==> src/rtl/id_ex_stage.sv <==
// id_ex_stage: ID/EX pipeline register with load-use stall and write-back bypass; ID_EX_PERF_CTR_EN adds StallCount/FlushCount
module id_ex_stage #(
  parameter int DATA_W  = 32,
  parameter int REG_AW  = 5,
  parameter int ALUOP_W = 4
) (
  input  logic               Clk,
  input  logic               Reset,
  input  logic [31:0]        Instr,
  input  logic               IdValid,
  input  logic [DATA_W-1:0]  RD1,
  input  logic [DATA_W-1:0]  RD2,
  input  logic               RegWrite_in,
  input  logic               MemRead_in,
  input  logic               MemWrite_in,
  input  logic               MemToReg_in,
  input  logic               ALUSrc_in,
  input  logic               RegDst_in,
  input  logic [ALUOP_W-1:0] ALUOp_in,
  input  logic               WbWrite,
  input  logic [REG_AW-1:0]  WbWR,
  input  logic [DATA_W-1:0]  WbWD,
  input  logic               Flush,
  output logic               Stall,
  output logic               ExValid,
  output logic               ExRegWrite,
  output logic               ExMemRead,
  output logic               ExMemWrite,
  output logic               ExMemToReg,
  output logic               ExALUSrc,
  output logic [ALUOP_W-1:0] ExALUOp,
  output logic [DATA_W-1:0]  ExA,
  output logic [DATA_W-1:0]  ExB,
  output logic [DATA_W-1:0]  ExImm,
  output logic [REG_AW-1:0]  ExRs,
  output logic [REG_AW-1:0]  ExRt,
`ifdef ID_EX_PERF_CTR_EN
  output logic [31:0]        StallCount,
  output logic [31:0]        FlushCount,
`endif
  output logic [REG_AW-1:0]  ExDst
);
  logic [REG_AW-1:0] rs, rt, rd;
  logic [DATA_W-1:0] a, b;
  logic bubble;
  // rs/rt nonzero implies WbWR nonzero on a match, so $0 never picks up a bypass
  always_comb begin
    rs = Instr[25:21];
    rt = Instr[20:16];
    rd = Instr[15:11];
    a = rs == '0 ? '0 : (WbWrite && WbWR == rs) ? WbWD : RD1;
    b = rt == '0 ? '0 : (WbWrite && WbWR == rt) ? WbWD : RD2;
    Stall = IdValid && ExValid && ExMemRead && ExRt != '0 && (ExRt == rs || ExRt == rt);
    bubble = Flush || Stall || !IdValid;
  end
  always_ff @(posedge Clk or posedge Reset)
    if (Reset) begin
      ExValid    <= 1'b0;
      ExRegWrite <= 1'b0;
      ExMemRead  <= 1'b0;
      ExMemWrite <= 1'b0;
      ExMemToReg <= 1'b0;
      ExALUSrc   <= 1'b0;
      ExALUOp    <= '0;
      ExA        <= '0;
      ExB        <= '0;
      ExImm      <= '0;
      ExRs       <= '0;
      ExRt       <= '0;
      ExDst      <= '0;
    end else begin
      ExValid    <= !bubble;
      ExRegWrite <= RegWrite_in && !bubble;
      ExMemRead  <= MemRead_in && !bubble;
      ExMemWrite <= MemWrite_in && !bubble;
      ExMemToReg <= MemToReg_in && !bubble;
      ExALUSrc   <= ALUSrc_in && !bubble;
      ExALUOp    <= bubble ? '0 : ALUOp_in;
      ExA        <= a;
      ExB        <= b;
      ExImm      <= {{(DATA_W-16){Instr[15]}}, Instr[15:0]};
      ExRs       <= rs;
      ExRt       <= rt;
      ExDst      <= RegDst_in ? rd : rt;
    end
`ifdef ID_EX_PERF_CTR_EN
  always_ff @(posedge Clk or posedge Reset)
    if (Reset) begin
      StallCount <= '0;
      FlushCount <= '0;
    end else begin
      if (Stall && !Flush && ~&StallCount) StallCount <= StallCount + 32'd1;
      if (Flush && ~&FlushCount) FlushCount <= FlushCount + 32'd1;
    end
`endif
endmodule

==> config.mk <==
export PLATFORM = sky130hd
export DESIGN_NAME = id_ex_stage
export DESIGN_NICKNAME = d
export VERILOG_FILES = /design/src/rtl/id_ex_stage.sv
export SDC_FILE = /design/constraint.sdc
export NUM_CORES = 1
export LEC_CHECK = 0
export CAP_MARGIN = 20
export CORE_UTILIZATION = 35
export CTS_CLUSTER_SIZE = 30
export DETAILED_ROUTE_END_ITERATION = 10
export MAX_ROUTING_LAYER = met4
export PLACE_DENSITY = 0.77
export REMOVE_ABC_BUFFERS = 1
export SLEW_MARGIN = 20
export SYNTH_ARGS = -nofsm -noshare
export SYNTH_HDL_FRONTEND = slang
export SYNTH_SLANG_ARGS = --single-unit
==> constraint.sdc <==
create_clock -name Clk -period 4.68 [get_ports Clk]
set_clock_uncertainty 0.05 [all_clocks]
set_input_delay 0.936 -clock Clk [delete_from_list [all_inputs] [get_ports Clk]]
set_output_delay 0.936 -clock Clk [all_outputs]
set_load 0.01 [all_outputs]
=== Word-level counts from Yosys, hierarchy flattened ===
Index checks and enable logic that the tools add are counted.

* Add/sub/neg operators: 0
* Equal/unequal tests: 4
* Shifts and indexed selects: 0
* Magnitude comparators: 0
* Reduce and logical (&&, ||, !) cells: 19
* Bitwise gates (word level): 0
* Multiply operators: 0
* Divide/modulo/power cells: 0
* Multiplexer cells: 6

{| class="wikitable"
|+ Operators with widths
! operator !! count
|-
| 32-bit two-way mux || 4
|-
| 5-bit equality test || 4
|-
| 1-bit logical AND || 11
|-
| 5-bit zero test || 2
|-
| 5-bit two-way mux || 1
|-
| 5-bit nonzero test || 1
|-
| 4-bit two-way mux || 1
|-
| 1-bit logical OR || 3
|-
| 1-bit zero test || 2
|}

* Latch bits: 0
* Output and inout port bits: 122
* Register bits after elaboration: 105
* Logic and storage cells: 42
* Input port bits: 148
* Memories: 0
* Bits in read-only memories: 0
* Memory bits (writable): 0

=== Longest topological paths before layout ===
* Word-level depth: 8
* Mapped depth: 6

=== Worst setup path before layout ===
Ideal clock, no wire load.

* Kind: input to output
* From: in Instr[25]
* To: out Stall
* Slack: 2.214 ns
* Data required time: 3.694 ns
* Buffers on the path: 0
* Cell stages on the path: 4
* Arrival: 1.480 ns
* Cell sequence: xnor2_1 nand3_1 o22ai_1 and2_1

* Cells in the longest elaborated chain, start to end: 3

{| class="wikitable"
|+ RTL lines
! item !! line !! text
|-
| start, declared || 9 || <nowiki>input logic [31:0] Instr,</nowiki>
|-
| 5-bit equality test || 53 || <nowiki>Stall = IdValid && ExValid && ExMemRead && ExRt != '0 && (ExRt == rs || ExRt == rt);</nowiki>
|-
| 1-bit logical OR || 53 ||
|-
| 1-bit logical AND || 53 ||
|-
| end, declared || 24 || <nowiki>output logic Stall,</nowiki>
|}

No other way between the ends.

=== Worst setup path in the final report ===
* From: in Instr[21]
* To: out Stall

Same word-level chain as after synthesis.

==> impl_metrics.toml <==
[critical_path]
cp.required_ns = 3.69
path_common_cell = "clkdlybuf4s50_1"
cp-end-kind = "output pin"
critPathLaunchType = "input pin"
rr_startpoint = "ExRt[0]"
path_cells = "clkdlybuf4s50_1, xnor2_1, nand3_1, o22ai_1, buf_4, and2_1, clkdlybuf4s50_1"
r2r_slack_ns = 3.04
r2r_cells = 3
worstSetupPathType = "input pin to output pin"
slowest_stage = "clkdlybuf4s50_1"
critPathArrivalTime_ns = 2.92
worstSetupEndpoint = "Stall"
critical_path.max_fanout = 11
timing.rr.end = "ExValid"
critPathMaxStageDelay_ns = 0.63
worst-path-stages = 7
critPathLaunch = "Instr[21]"
crit_buf_inv = 3
cpLargestDelayFamily = "buffers and inverters"

[yosys]
syn_area_um2 = 4700
synthXorXnorAreaFrac = 0.0373
synth_mux_area_frac = 0.0120
synth-seq-cells = 105
synth-compound-area-share = 0.174
yosys.cell_types.count = 32
synth_edf_count = 0
synth.yosys.warnings = 0
synth_top_family_by_area = "compound AO/OA/AOI/OAI gates"
yosys.area_share.simple = 0.136
synthCells = 418
synth_largest_area_cell = "dfrtp_1"
yosys.area.top_type_share = 0.560
yosys.area_share.adder = 0
synth_ff_type = "dfrtp_1"
ys_async_sr_fraction = 1.00
syn-mean-instance-area_um2 = 11.2
synth.area.top_cells = "dfrtp_1, nand3_2, o21ai_0, a21oi_2, a21oi_1"
yosysSeqAreaShare = 0.560

[global_route]
grt_start_max_net_pins = 77
overflow = 0
grt_pass1_wl_mm = 23.9
first_global_vias = 4375
grtUsageTotal = 0.230
antenna_found_initial = 0

[sta]
fin_tns_setup_ns = 0
max_slew_margin = 0.290
grt_setup_unrepaired = "false"
finalMaxSlewViolations = 0
timing.fmax_mhz = 256
fin_crit_sh = 0.835
setup_viol = 0
fin_crit_ns = 3.91
tightest_slew_ns = 1.06
hold_violations = 0

[pwr]
pwr_density_cell_nw_per_um2 = 292
p_leak_nw = 2.81
total_power_w = 0.00220
vdd_ir_drop_max_uv = 173

[routing]
wl_per_cell_um = 18.3
route.antenna.remaining_nets = 0
firstDrtPassIters = 5
vias = 4193
first_iter_violations = 360
drt-total-wl_mm = 15.1
route.detailed.drc = 0
viasPerCell = 5.10

[floorplan]
die_x_um = 118
die_h_um = 118
rows = 41
io_pins = 270
die-area_um2 = 13900
core-area_um2 = 12800
initial_core_util = 0.366

[min_path]
min_path_type = "flip-flop to flip-flop"

[final_layout]
antenna_cells_inserted = 0
synthToLayoutAreaGrowth_pct = 60.2
drive_gt1_frac = 0.146
nFillCells = 1048
post-route-util = 0.587
fin_nets = 795

[clock_network]
clk_latency_ns = 0.35
ctsHoldBuffers = 0
ctsLongestPathBuffers = 2
cts_tree = "yes"
numCtsBuffers = 9
post_cts_buffers = 0
htreeDepth = 3
cts_root_buf = "clkbuf_16"
clk_pin_slew_worst_paths_ns = 0.06
cts_sinks = 105
cts_resized = 0

[run]
drv_cap = 0

[placement]
gp_congestion = 0.857
port_buffers = 263
dpl.hpwl_mm = 10.4

[run_status]
run_status = "complete, no violations"
-- how the worst min path moves through the flow --
stage,start,to,slack (ns),depth (start not counted)
after global placement,ExValid,ExALUOp[2],0.72,3
after floorplan,ExValid,ExALUOp[0],0.72,3
final,ExValid,ExALUSrc,0.78,3
after global routing,ExValid,ExALUOp[3],0.82,3
after CTS,ExValid,ExALUSrc,0.77,3
after detailed placement,ExValid,ExALUOp[2],0.74,3
-- cell usage after synthesis (all sizes together) (2+ instances only) --
| library cell | n |
|---|---|
| a21oi | 74 |
| and2 | 3 |
| and4 | 2 |
| buf | 36 |
| clkbuf | 17 |
| dfrtp | 105 |
| mux2 | 5 |
| nand2 | 13 |
| nand3 | 67 |
| nand4 | 2 |
| nor2 | 3 |
| o21ai | 64 |
| or4 | 2 |
| xnor2 | 20 |
-- final cells by class --
class,count,area [um^2],area share
inverters,1,6.26,0.000831
repair buffers,271,2690,0.358
multi-input cells,259,1700,0.226
flip-flops and latches,105,2630,0.349
clock inverters,4,45.0,0.00599
clock buffers,10,239,0.0318
well taps,172,215,0.0286
-- flip-flops by register name (all words and copies together), names as in the netlist --
| name | count |
|---|---|
| ExMemWrite | 1 |
| ExRt | 5 |
| ExImm | 16 |
| ExMemToReg | 1 |
| ExRegWrite | 1 |
| ExValid | 1 |
| ExRs | 5 |
| ExB | 32 |
| ExA | 32 |
| ExALUSrc | 1 |
| ExDst | 5 |
| ExALUOp | 4 |
| ExMemRead | 1 |
-- placed cells by master, fill, tap and decap left out, types with 2 or more instances in the layout --
cell type,instances
dfrtp_1,105
nand2_1,12
clkinv_2,3
buf_4,8
xnor2_1,20
clkdlybuf4s50_1,263
and2_1,2
mux2_2,5
a21oi_1,44
clkbuf_16,9
nand3_1,37
o21ai_1,4
nor2_4,2
a21oi_2,30
nand3_2,30
o21ai_0,60
-- worst min-delay path: stages, from the launching register on --
cell	delay, ns
dfrtp_1	0.38
nand3_1	0.08
a21oi_1	0.15
a21oi_1	0.17
-- per-stage QoR --
stage                     setup slack (ns)  hold WS [ns]  cell area, um^2  instances
final                                0.771         0.778             7520        822
after global routing                 0.695         0.822             7520        822
after CTS                            0.771         0.771             7520        822
after detailed placement             0.791         0.737             7240        808
after global placement               0.839         0.716             7240        808
after floorplan                      0.933         0.715             4320        365
-- layer usage --
layer | track usage | vias to the layer above | routed length [um]
li1 | - | 1893 | -
met1 | 0.268 | 2023 | 5890
met2 | 0.381 | 252 | 7540
met3 | 0.0572 | 25 | 1310
met4 | 0.0921 | 0 | 324
met5 | - | - | 0
-- report_power, final --
group          switching [W]  internal, W  total [W]
combinational       0.000206     0.000260   0.000466
sequential         0.0000220     0.000963   0.000985
clock               0.000327     0.000421   0.000748
total               0.000556      0.00164    0.00220
-- cells by family (layout without fill, tap and decap cells) --
family / Yosys count / count (layout)
AOI/OAI and AO/OA: 140 / 140
DFF: 105 / 105
and+or+nand+nor: 94 / 94
buffers and inverters: 54 / 286
xor gates and xnor gates: 20 / 20
muxes: 5 / 5
(Power assumes the default switching activity.)
